`src/rtl/calc2_pkg.sv`:
```
// Shared calc2 port types: command and response codes, tag type and default data width.
package calc2_pkg;

  localparam int DATA_W = 32;

  typedef logic [1:0] tag_t;

  typedef enum logic [3:0] {
    CMD_NOP = 4'd0,
    CMD_ADD = 4'd1,
    CMD_SUB = 4'd2,
    CMD_SHL = 4'd5,
    CMD_SHR = 4'd6
  } cmd_e;

  typedef enum logic [1:0] {
    RESP_NONE    = 2'd0,
    RESP_OK      = 2'd1,
    RESP_ERR     = 2'd2,
    RESP_TIMEOUT = 2'd3
  } resp_e;

  typedef enum logic {
    ST_IDLE = 1'b0,
    ST_OP2  = 1'b1
  } seq_state_e;

endpackage

```
`src/rtl/calc2_tag_tracker.sv`:
```
// Outstanding-tag bookkeeping for one calc2 port: busy bitmap, per-tag watchdogs,
// lowest-free-tag and lowest-timed-out-tag encoders.
module calc2_tag_tracker
  import calc2_pkg::*;
#(
  parameter int TIMEOUT = 64,
  parameter int CNT_W   = 8
) (
  input  logic       clk_i,
  input  logic       reset_i,
  input  logic       alloc_i,
  input  logic       free_i,
  input  tag_t       free_tag_i,
  output logic [3:0] busy_o,
  output logic       full_o,
  output tag_t       alloc_tag_o,
  output logic       to_pend_o,
  output tag_t       to_tag_o
);

  localparam logic [CNT_W-1:0] TO_LIMIT = CNT_W'(TIMEOUT);

  logic [3:0]            busy_q, busy_d;
  logic [3:0][CNT_W-1:0] wd_q, wd_d;

  always_comb begin
    alloc_tag_o = '0;
    to_pend_o   = 1'b0;
    to_tag_o    = '0;
    for (int i = 3; i >= 0; i--) begin
      if (!busy_q[i]) begin
        alloc_tag_o = tag_t'(i);
      end
      if (busy_q[i] && (wd_q[i] == TO_LIMIT)) begin
        to_pend_o = 1'b1;
        to_tag_o  = tag_t'(i);
      end
    end
  end

  // The watchdog loads 1 so the issue cycle itself counts toward TIMEOUT; the
  // registered result then appears exactly TIMEOUT cycles after issue.
  always_comb begin
    busy_d = busy_q;
    wd_d   = wd_q;
    for (int i = 0; i < 4; i++) begin
      if (alloc_i && (alloc_tag_o == tag_t'(i))) begin
        busy_d[i] = 1'b1;
        wd_d[i]   = CNT_W'(1);
      end else if (free_i && (free_tag_i == tag_t'(i))) begin
        busy_d[i] = 1'b0;
        wd_d[i]   = '0;
      end else if (busy_q[i] && (wd_q[i] != TO_LIMIT)) begin
        wd_d[i] = wd_q[i] + CNT_W'(1);
      end
    end
  end

  always_ff @(posedge clk_i) begin
    if (reset_i) begin
      busy_q <= '0;
      wd_q   <= '0;
    end else begin
      busy_q <= busy_d;
      wd_q   <= wd_d;
    end
  end

  assign busy_o = busy_q;
  assign full_o = &busy_q;

endmodule

```
`src/rtl/calc2_port_sequencer.sv`:
```
// Per-port calc2 front end: accepts host operations, issues the two-cycle tagged
// request, and reports matched responses or watchdog timeouts as result pulses.
module calc2_port_sequencer
  import calc2_pkg::*;
#(
  parameter int DATA_W  = calc2_pkg::DATA_W,
  parameter int TIMEOUT = 64,
  parameter int CNT_W   = 8
) (
  input  logic              c_clk,
  input  logic              reset,
  input  logic              host_valid,
  output logic              host_ready,
  input  logic [3:0]        host_cmd,
  input  logic [DATA_W-1:0] host_op1,
  input  logic [DATA_W-1:0] host_op2,
  output logic [3:0]        req_cmd_out,
  output logic [DATA_W-1:0] req_data_out,
  output logic [1:0]        req_tag_out,
  input  logic [1:0]        resp_in,
  input  logic [DATA_W-1:0] data_in,
  input  logic [1:0]        tag_in,
  output logic              res_valid,
  output logic [1:0]        res_resp,
  output logic [DATA_W-1:0] res_data,
  output logic [1:0]        res_tag,
  output logic [3:0]        busy_tags,
  output logic              spurious_err
);

  seq_state_e        state_q, state_d;
  logic [3:0]        req_cmd_q, req_cmd_d;
  logic [DATA_W-1:0] req_data_q, req_data_d;
  tag_t              req_tag_q, req_tag_d;
  logic [DATA_W-1:0] op2_q, op2_d;
  logic              res_valid_q, res_valid_d;
  logic [1:0]        res_resp_q, res_resp_d;
  logic [DATA_W-1:0] res_data_q, res_data_d;
  tag_t              res_tag_q, res_tag_d;
  logic              spurious_q, spurious_d;

  logic [3:0] busy;
  logic       full, accept, alloc, resp_hit, free, to_pend;
  tag_t       alloc_tag, free_tag, to_tag;

  calc2_tag_tracker #(
    .TIMEOUT(TIMEOUT),
    .CNT_W  (CNT_W)
  ) u_tracker (
    .clk_i      (c_clk),
    .reset_i    (reset),
    .alloc_i    (alloc),
    .free_i     (free),
    .free_tag_i (free_tag),
    .busy_o     (busy),
    .full_o     (full),
    .alloc_tag_o(alloc_tag),
    .to_pend_o  (to_pend),
    .to_tag_o   (to_tag)
  );

  always_comb begin
    host_ready = (state_q == ST_IDLE) && !full && !reset;
    accept     = host_valid && host_ready;
    alloc      = accept && (host_cmd != CMD_NOP);
    state_d    = state_q;
    req_cmd_d  = '0;
    req_data_d = '0;
    req_tag_d  = '0;
    op2_d      = op2_q;
    case (state_q)
      ST_IDLE: begin
        if (alloc) begin
          req_cmd_d  = host_cmd;
          req_data_d = host_op1;
          req_tag_d  = alloc_tag;
          op2_d      = host_op2;
          state_d    = ST_OP2;
        end
      end
      ST_OP2: begin
        req_data_d = op2_q;
        state_d    = ST_IDLE;
      end
      default: state_d = ST_IDLE;
    endcase
  end

  // A real response always wins the single result slot; timeouts wait a cycle.
  always_comb begin
    resp_hit    = (resp_in != RESP_NONE) && busy[tag_in];
    spurious_d  = spurious_q || ((resp_in != RESP_NONE) && !busy[tag_in]);
    res_valid_d = 1'b0;
    res_resp_d  = '0;
    res_data_d  = '0;
    res_tag_d   = '0;
    free        = 1'b0;
    free_tag    = '0;
    if (resp_hit) begin
      res_valid_d = 1'b1;
      res_resp_d  = resp_in;
      res_data_d  = data_in;
      res_tag_d   = tag_in;
      free        = 1'b1;
      free_tag    = tag_in;
    end else if (to_pend) begin
      res_valid_d = 1'b1;
      res_resp_d  = RESP_TIMEOUT;
      res_tag_d   = to_tag;
      free        = 1'b1;
      free_tag    = to_tag;
    end
  end

  always_ff @(posedge c_clk) begin
    if (reset) begin
      state_q     <= ST_IDLE;
      req_cmd_q   <= '0;
      req_data_q  <= '0;
      req_tag_q   <= '0;
      op2_q       <= '0;
      res_valid_q <= 1'b0;
      res_resp_q  <= '0;
      res_data_q  <= '0;
      res_tag_q   <= '0;
      spurious_q  <= 1'b0;
    end else begin
      state_q     <= state_d;
      req_cmd_q   <= req_cmd_d;
      req_data_q  <= req_data_d;
      req_tag_q   <= req_tag_d;
      op2_q       <= op2_d;
      res_valid_q <= res_valid_d;
      res_resp_q  <= res_resp_d;
      res_data_q  <= res_data_d;
      res_tag_q   <= res_tag_d;
      spurious_q  <= spurious_d;
    end
  end

  assign req_cmd_out  = req_cmd_q;
  assign req_data_out = req_data_q;
  assign req_tag_out  = req_tag_q;
  assign res_valid    = res_valid_q;
  assign res_resp     = res_resp_q;
  assign res_data     = res_data_q;
  assign res_tag      = res_tag_q;
  assign busy_tags    = busy;
  assign spurious_err = spurious_q;

endmodule

```
`config.mk`:
```
export PLATFORM = sky130hd
export DESIGN_NAME = calc2_port_sequencer
export DESIGN_NICKNAME = d
export VERILOG_FILES = /design/src/rtl/calc2_pkg.sv /design/src/rtl/calc2_tag_tracker.sv /design/src/rtl/calc2_port_sequencer.sv
export SDC_FILE = /design/constraint.sdc
export NUM_CORES = 1
export LEC_CHECK = 0
export ABC_AREA = 1
export ABC_CLOCK_PERIOD_IN_PS = 4850
export CORE_UTILIZATION = 43
export CTS_CLUSTER_DIAMETER = 50
export DETAILED_ROUTE_END_ITERATION = 16
export PLACE_DENSITY = 0.81
export SKIP_LAST_GASP = 1
export SYNTH_ARGS = -nofsm -noshare
export SYNTH_HDL_FRONTEND = slang
export SYNTH_SLANG_ARGS = --single-unit
```
`constraint.sdc`:
```
create_clock -name c_clk -period 4.85 [get_ports c_clk]
set_clock_uncertainty 0.15 [all_clocks]
set_input_delay 0.7275 -clock c_clk [delete_from_list [all_inputs] [get_ports c_clk]]
set_output_delay 0.7275 -clock c_clk [all_outputs]
set_load 0.1 [all_outputs]
```
=== Yosys cells after proc, flatten, opt, wreduce, memory -nomap -nowiden ===
Index checks and enable logic that the tools add are counted.

* Bits in registers: 145
* Input port bits: 107
* Word-level logic and storage cells: 134
* Output and inout port bits: 81

* Equal/unequal tests: 14
* Bitwise operators: 3
* Reduce and logical (&&, ||, !) cells: 46
* Muxes and demuxes: 44
* Order comparisons: 1
* $add $sub $neg: 4

{| class="wikitable"
|+ Operators by type and width
! operator !! number
|-
| one-hot mux 32 bit (2 select lines) || 1
|-
| adder 8 x 1 -> 8 bit, second input constant || 4
|-
| equality test 8 x 7 -> 1 bit, second input constant || 4
|-
| two-way mux 32 bit || 1
|-
| inequality test 8 x 7 -> 1 bit, second input constant || 4
|-
| two-way mux 1 bit || 28
|-
| two-way mux 2 bit || 12
|-
| logical AND 1 bit || 22
|-
| OR reduction 3 bit || 5
|-
| nonzero test 3 bit || 4
|-
| nonzero test 2 bit || 5
|-
| equality test 2 bit, second input constant || 4
|-
| equality test 2 x 1 -> 1 bit, second input constant || 2
|-
| logical NOT 2 bit || 2
|-
| AND reduction 4 bit || 1
|-
| nonzero test 4 bit || 1
|-
| logical NOT 1 bit || 3
|-
| less-than comparator 2 x 3 -> 1 bit, second input constant || 1
|-
| NOT 1 bit || 3
|-
| binary-select mux 1 bit (select 2 bit) || 1
|-
| one-hot mux 1 bit (2 select lines) || 1
|-
| AND reduction 2 bit || 1
|-
| OR reduction 2 bit || 1
|-
| logical OR 1 bit || 1
|}

=== Logic depth before layout (Yosys ltp) ===
Gate-level depths: netlist of the first run.

* Depth after elaboration: 12
* Depth in mapped cells: 13
* Mapped depth without buffers: 13

=== Cells and area by module ===
Synthesis of the first run repeated with hierarchy kept, for this count alone.

* Cell total of the unflattened synthesis: 825
* Area total of the unflattened synthesis: 5978.2 um^2

{| class="wikitable"
|+ Modules (own cells, without submodules)
! module !! seq. area each (um^2) !! cells an instance !! times used !! area an instance (um^2)
|-
| calc2_port_sequencer || 2182.1 || 448 || 1 || 3671.0
|-
| calc2_tag_tracker || 720.7 || 377 || 1 || 2307.2
|}

=== Worst setup path before layout of the first run ===
No wires, ideal clock.

* Path kind: register -> register
* From: register u_tracker.busy_q[1] (netlist: u_tracker.busy_o[1])
* To: register u_tracker.wd_q[25] in the netlist's numbering
* Clock period less this slack: 2794 ps
* Library setup time: 116 ps
* Path buffers: 0
* Slack: 2056 ps
* Arrival: 2528 ps
* Stages on the path, launching flop included: 9
* Data required time: 4584 ps
* Cell sequence: dfxtp_1 > nand2_1 > nor2_2 > nor3_4 > nand3_2 > nor2_1 > nand3_1 > nand3_2 > nor2_1

* Cells in the longest elaborated chain, start to end: 8
* Elaborated cells between the ends (all ways): 25
* Classes of those cells: eq/ne (2); mux (12); reduce/logical (11)

{| class="wikitable"
|+ Ends and longest elaborated chain
! element !! RTL line !! RTL
|-
| start, declared || calc2_tag_tracker.sv:23 || <nowiki>logic [3:0] busy_q, busy_d;</nowiki>
|-
| start signal, assigned || calc2_tag_tracker.sv:64 || <nowiki>busy_q <= busy_d;</nowiki>
|-
| AND reduction 4 bit || calc2_tag_tracker.sv:70 || <nowiki>assign full_o = &busy_q;</nowiki>
|-
| logical NOT 1 bit || calc2_port_sequencer.sv:63 || <nowiki>host_ready = (state_q == ST_IDLE) && !full && !reset;</nowiki>
|-
| logical AND 1 bit (2 in a row) || calc2_port_sequencer.sv:63 ||
|-
| via host_ready || calc2_port_sequencer.sv:13 || <nowiki>output logic host_ready,</nowiki>
|-
| logical AND 1 bit || calc2_port_sequencer.sv:64 || <nowiki>accept = host_valid && host_ready;</nowiki>
|-
| logical AND 1 bit || calc2_port_sequencer.sv:65 || <nowiki>alloc = accept && (host_cmd != CMD_NOP);</nowiki>
|-
| logical AND 1 bit || calc2_tag_tracker.sv:47 || <nowiki>if (alloc_i && (alloc_tag_o == tag_t'(i))) begin</nowiki>
|-
| OR reduction 3 bit (no source line) || - ||
|-
| end signal, assigned || calc2_tag_tracker.sv:65 || <nowiki>wd_q <= wd_d;</nowiki>
|-
| end, declared || calc2_tag_tracker.sv:24 || <nowiki>logic [3:0][CNT_W-1:0] wd_q, wd_d;</nowiki>
|}

The timed path passes the listed nets, and every way through them passes these cells. The select of a mux whose other input is x is not followed.
A chain may end at the register's enable or synchronous reset.

=== Final worst setup path of the first run ===
* From: register u_tracker.busy_q[2] (netlist: u_tracker.busy_o[2])
* To: output busy_tags[2]

{| class="wikitable"
|+ RTL lines
! element !! RTL line !! RTL
|-
| end, declared || calc2_port_sequencer.sv:27 || <nowiki>output logic [3:0] busy_tags,</nowiki>
|}

No word-level cell between the ends.

==> summary.md, run 1 <==
| Metric | Value |
|---|---|
| Total grt overflow | `0` |
| Worst vdd ir | `0.000268 V` |
| Leak Pwr | `3.27 nW` |
| Synth Cell Area | `5610 um2` |
| Worst-skew pair later-pin latency | `0.42 ns` |
| Core area | `12700 um2` |
| Cell Pwr Density | `356 nW/um2` |
| Vias in the first global route | `4471` |
| Post-Syn Instances | `700` |
| Fmax | `0.334 GHz` |
| Detailed Route WL | `13300 um` |
| Setup Buffers After CTS | `0` |
| Vias per cell | `4.54` |
| Post-CTS sizing | `0` |
| Root buffer cell | `clkbuf_16` |
| Post-synth top area cell | `dfxtp_1` |
| Cell variety after synth | `31` |
| Via count | `4856` |
| Post-Place Worst Slack | `1.69 ns` |
| Max FO, Critical Path | `8` |
| Setup violators final | `0` |
| Total Routing Usage GR | `20.1%` |
| Share of the synthesized area in the top cell type | `51.7%` |
| Slowest CP cell | `clkdlybuf4s50_1` |
| Worst path required time | `3.97 ns` |
| WS Path Type | `register to output port` |
| Slew Limit Fails | `0` |
| CTS tree | `yes` |
| Mapped Nets | `815` |
| Slowest Stage Delay on Critical Path | `1.20 ns` |
| Diodes inserted | `0` |
| Reg clk slew, reported paths | `0.06 ns` |
| # nets final | `1000` |
| Tightest Hold Check Type | `register to register` |
| HPWL after DPL | `9560 um` |
| Synth warnings | `0` |
| Buffers added on ports | `187` |
| Layout cell share with drive strength beyond 1 | `8.46%` |
| DR DRC count | `0` |
| 1st-iter DRT viols | `289` |
| Max_slew headroom | `30.0%` |
| Actual slew at the worst max-slew pin | `1.05 ns` |
| Initial antenna violation count | `0` |
| Setup ws final | `1.86 ns` |
| Sequential share of the synthesized area | `51.7%` |
| Cts bufs inserted | `17` |
| Htree depth | `4` |
| Top post-synthesis cells by area | `dfxtp_1 (52%), nor2_1 (9.4%), nand2_1 (7.9%)` |
| FF/Latch Area | `2900 um2` |
| Die Span Y | `116 um` |
| Initial core utilization | `44.3%` |
| Num rows | `41` |
| CP Buf/Inv Count | `1` |
| Largest net degree at the start of global routing | `44` |
| Die Width | `116 um` |
| Fill cells | `1088` |
| Top Ports | `188` |
| Hold buffer count at CTS | `0` |
| # clock sinks | `145` |
| WP data arrival | `2.11 ns` |
| Die ar. | `13500 um2` |
| Synth-to-Final Area Change | `45.0%` |
| RSZ-0062 raised after global routing | `false` |
| Area taken by multi-input logic gates | `2240 um2` |
| Hold Vio Cnt, Final | `0` |
| Pre-antenna DRT Iters | `5` |
| RePlAce Congestion | `0.805` |
| CP Cell Sequence | `clkdlybuf4s50_1` |
| Routed Antenna Nets | `0` |
| Tcrit/Tclk final | `61.7%` |
| Top delay family on crit path | `buffers and inverters` |
| Average wire per standard cell | `12.4 um` |
| Critical Path Source Type | `register` |
| Fin Setup TNS | `0 ns` |
| Status | `completed` |
| Flops & latches, synth | `145` |
| Final Critical Period | `2.99 ns` |
| Setup crit end kind | `output port` |
| Max Root-Sink Buffers | `2` |
| Max Cap Violations | `0` |
| Global-route wire length before repair | `20800 um` |
| Avg Cell Area, Syn | `8.01 um2` |
[area by class of cell]
| class | count | area share (%) |
|---|---|---|
| Sequential cell | 145 | 35.7 |
| Inverter | 89 | 4.11 |
| Multi-Input combinational cell | 440 | 27.5 |
| Timing Repair Buffer | 192 | 23.4 |
| Tap cell | 172 | 2.65 |
| Clock buffer | 24 | 5.92 |
| Clock inverter | 8 | 0.677 |
[power by group]
part	internal, W	switching, W	leakage [nW]
Sequential	0.00124	0.0000233	1.18
Clock	0.000694	0.000484	0.257
Combinational	0.000159	0.000300	1.83
Total	0.00209	0.000808	3.27
[cells in the final DEF, fill, tap and decap left out, drive strengths merged]
cell type	instances
a21oi	39
buf	6
clkbuf	24
clkdlybuf4s50	186
clkinv	4
clkinvlp	3
dfxtp	145
ha	8
inv	90
mux2	2
nand2	127
nand3	22
nand3b	2
nand4	8
nor2	156
nor3	7
nor4	1
o21ai	41
xnor2	8
xor2	19
[kinds of logic after synthesis]
kind of cell / share of synthesized area, %
AOI/OAI and AO/OA: 7.47
xor gates and xnor gates: 4.22
adders and majority gates: 1.78
buffers and inverters: 8.36
DFF: 51.7
muxes: 0.401
and+or+nand+nor: 26.0
[synth_stat cells]
cell / number
o21ai_2: 2
nand2_4: 1
nand2_1: 118
ha_1: 8
inv_2: 3
nand4_1: 8
nand3_4: 4
buf_2: 12
a21oi_1: 38
nand3b_1: 2
nand3_1: 14
mux2_2: 2
nor2_4: 4
nor3_1: 6
nand3_2: 4
inv_1: 86
xor2_1: 19
xnor2_1: 8
buf_4: 2
o21ai_1: 4
nor3_4: 1
dfxtp_1: 145
o21ai_0: 35
nor4_4: 1
a21oi_4: 1
buf_1: 1
nor2_2: 11
buf_6: 2
nand2_2: 8
nor2_1: 141
clkbuf_1: 9
[final timing paths]
| check | startpoint | endpoint | slack, ns | cells past startpoint |
|---|---|---|---|---|
| min | op2_q[23] | req_data_out[23] | 0.31 | 2 |
| max | u_tracker.busy_o[2] | busy_tags[2] | 1.86 | 1 |
| min reg2reg | op2_q[23] | req_data_out[23] | 0.31 | 2 |
| max reg2reg | u_tracker.busy_o[0] | u_tracker.wd_q[3] | 2.62 | 8 |
[registers in the layout, summed over array words and instances, names as in the netlist, 2 cells and up]
name              count
op2_q                32
req_data_out         32
res_data             32
u_tracker.wd_q       32
req_cmd_out           4
u_tracker.busy_o      4
req_tag_out           2
res_resp              2
res_tag               2
[per-stage QoR]
stage	cells	utilization, %	cell area [um2]	power [W]	hold WS (ns)
6_report	1070	64.2	8130	0.00290	0.307
3_5_place_dp	1038	60.0	7600	0.00175	0.297
3_3_place_gp	1038	60.0	7600	0.00174	0.293
2_1_floorplan	700	-	5610	0.00158	0.287
4_1_cts	1070	64.2	8130	0.00292	0.307
5_1_grt	1070	64.2	8130	0.00301	0.313
[per-layer routing]
| metal | track usage (%) | part of all wire [%] | vias up |
|---|---|---|---|
| li1 | - | - | 2522 |
| met3 | 7.47 | 8.4 | 18 |
| met2 | 32.7 | 47 | 183 |
| met1 | 23.5 | 43 | 2133 |
| met5 | 0 | 0 | - |
| met4 | 9.06 | 1.5 | 0 |
Note: power is estimated with default switching activity, not from simulation.
==> run 2, diff against run 1 <==
--- a/config.mk
+++ b/config.mk
@@ -6,7 +6,7 @@
 export NUM_CORES = 1
 export LEC_CHECK = 0
 export ABC_AREA = 1
-export ABC_CLOCK_PERIOD_IN_PS = 4850
+export ABC_CLOCK_PERIOD_IN_PS = 2900
 export CORE_UTILIZATION = 43
 export CTS_CLUSTER_DIAMETER = 50
 export DETAILED_ROUTE_END_ITERATION = 16
==> constraint.sdc (replaced) <==
create_clock -name c_clk -period 2.9 [get_ports c_clk]
set_clock_uncertainty 0.15 [all_clocks]
set_input_delay 0.435 -clock c_clk [delete_from_list [all_inputs] [get_ports c_clk]]
set_output_delay 0.435 -clock c_clk [all_outputs]
set_load 0.1 [all_outputs]
==> run 2 against run 1 <==
  * Flip-flop and latch count unchanged
  * Via count decreased by 0.78%
  * Die area unchanged
  * Critical path depth increased by 7
  * Hold slack got worse by 0.0032 ns
  * Power increased by 70%
  * Sequential share of layout area increased by 0.63 points
  * Largest power group unchanged
==> summary.md, run 2 (same netlist as run 1, synthesis figures left out) <==
| Metric | Value |
|---|---|
| Status | `completed` |
| Average wire per standard cell | `12.2 um` |
| Largest net degree at the start of global routing | `66` |
| Tcrit/Tclk final | `70.5%` |
| # clock sinks | `145` |
| Total Routing Usage GR | `20.1%` |
| Via count | `4818` |
| Num rows | `41` |
| Setup violators final | `0` |
| Actual slew at the worst max-slew pin | `0.464 ns` |
| CP Buf/Inv Count | `0` |
| DR DRC count | `0` |
| Routed Antenna Nets | `0` |
| Top delay family on crit path | `simple AND/OR/NAND/NOR gates` |
| Worst-skew pair later-pin latency | `0.41 ns` |
| Commonest non-fill, non-tap cell in the layout | `dfxtp_1` |
| RSZ-0062 raised after global routing | `false` |
| DP Area | `7440 um2` |
| Max Root-Sink Buffers | `2` |
| Critical Path Source Type | `register` |
| Final Critical Period | `2.04 ns` |
| WS Path Type | `register to register` |
| Buffers added on ports | `187` |
| HPWL after DPL | `9360 um` |
| Htree depth | `4` |
| Leak Pwr | `3.45 nW` |
| Total grt overflow | `0` |
| Post-Place Worst Slack | `0.462 ns` |
| Slowest CP cell | `dfxtp_1` |
| RePlAce Congestion | `0.789` |
| Post-route cell area | `7990 um2` |
| Worst path required time | `3.05 ns` |
| Fmax | `0.489 GHz` |
| Setup Buffers After CTS | `0` |
| Top Ports | `188` |
| CTS tree | `yes` |
| Fin Setup TNS | `0 ns` |
| Reg clk slew, reported paths | `0.06 ns` |
| Cell Pwr Density | `617 nW/um2` |
| WP data arrival | `2.19 ns` |
| Core area | `12700 um2` |
| Die Span Y | `116 um` |
| Pre-antenna DRT Iters | `4` |
| Hold buffer count at CTS | `0` |
| Diodes inserted | `0` |
| Tightest Hold Check Type | `register to register` |
| Die ar. | `13500 um2` |
| Commonest non-fill, non-tap cells in the layout | `dfxtp_1 (145), nor2_1 (141), nand2_1 (118), clkdlybuf4s50_1 (106), buf_4 (87)` |
| Slowest Stage Delay on Critical Path | `0.38 ns` |
| Max FO, Critical Path | `15` |
| Synth-to-Final Area Change | `42.5%` |
| Post-CTS sizing | `0` |
| Max Cap Violations | `0` |
| Worst vdd ir | `0.000353 V` |
| Max_slew headroom | `68.9%` |
| Initial antenna violation count | `0` |
| CP Cell Sequence | `nand2_1 > nor2_2 > nor3_4 > nand3_2 > nor2_1 > nand3_1 > nand3_2 > nor2_1` |
| Setup crit end kind | `register` |
| Detailed Route WL | `13000 um` |
| Cts bufs inserted | `17` |
| Vias per cell | `4.51` |
| Root buffer cell | `clkbuf_16` |
| Initial core utilization | `44.3%` |
| Vias in the first global route | `4603` |
| Hold Vio Cnt, Final | `0` |
| Slew Limit Fails | `0` |
| Die Width | `116 um` |
| Setup ws final | `0.856 ns` |
| # nets final | `1003` |
| 1st-iter DRT viols | `266` |
| Layout cell share with drive strength beyond 1 | `17.3%` |
| Global-route wire length before repair | `21000 um` |
run 2: worst min-delay path: stages (launching register included):
cell and delay (ns):
dfxtp_1 0.30, nand2_1 0.05, a21oi_1 0.05
run 2: metrics by stage:
step | hold WS [ns] | power, W | instances | util, %
final | 0.304 | 0.00493 | 1069 | 63.1
after global routing | 0.321 | 0.00512 | 1069 | 63.1
after global placement | 0.294 | 0.00291 | 1041 | 58.8
after floorplan | 0.287 | 0.00265 | 700 | -
after CTS | 0.300 | 0.00497 | 1069 | 63.1
after detailed placement | 0.294 | 0.00292 | 1041 | 58.8
run 2: per-layer routing:
layer	vias to the layer above	track usage (%)	part of all wire [%]
met3	24	6.43	8.0
met4	0	8.89	2.1
met5	-	0	0
met1	2114	23.1	42
met2	164	34.1	48
li1	2516	-	-
run 2: final timing paths:
| path | startpoint | endpoint | slack (ns) | depth (start not counted) |
|---|---|---|---|---|
| setup / recovery | u_tracker.busy_o[1] | u_tracker.wd_q[30] | 0.86 | 8 |
| hold reg to reg | op2_q[30] | req_data_out[30] | 0.30 | 2 |
| hold / removal | op2_q[30] | req_data_out[30] | 0.30 | 2 |
| setup reg to reg | u_tracker.busy_o[1] | u_tracker.wd_q[30] | 0.86 | 8 |
run 2: cell type report:
type	instances	area, um2
clock buffers	23	468
flip-flops and latches	145	2900
multi-input cells	440	2240
clock inverters	5	81.3
repair buffers	195	1750
fillers	1059	4680
well taps	172	215
inverters	89	334
run 2: where the power goes:
part | leakage, nW | switching (W) | internal (W) | total (W)
Combinational | 2.00 | 0.000501 | 0.000258 | 0.000759
Clock | 0.265 | 0.000767 | 0.00129 | 0.00206
Sequential | 1.18 | 0.0000406 | 0.00207 | 0.00211
Total | 3.45 | 0.00131 | 0.00362 | 0.00493
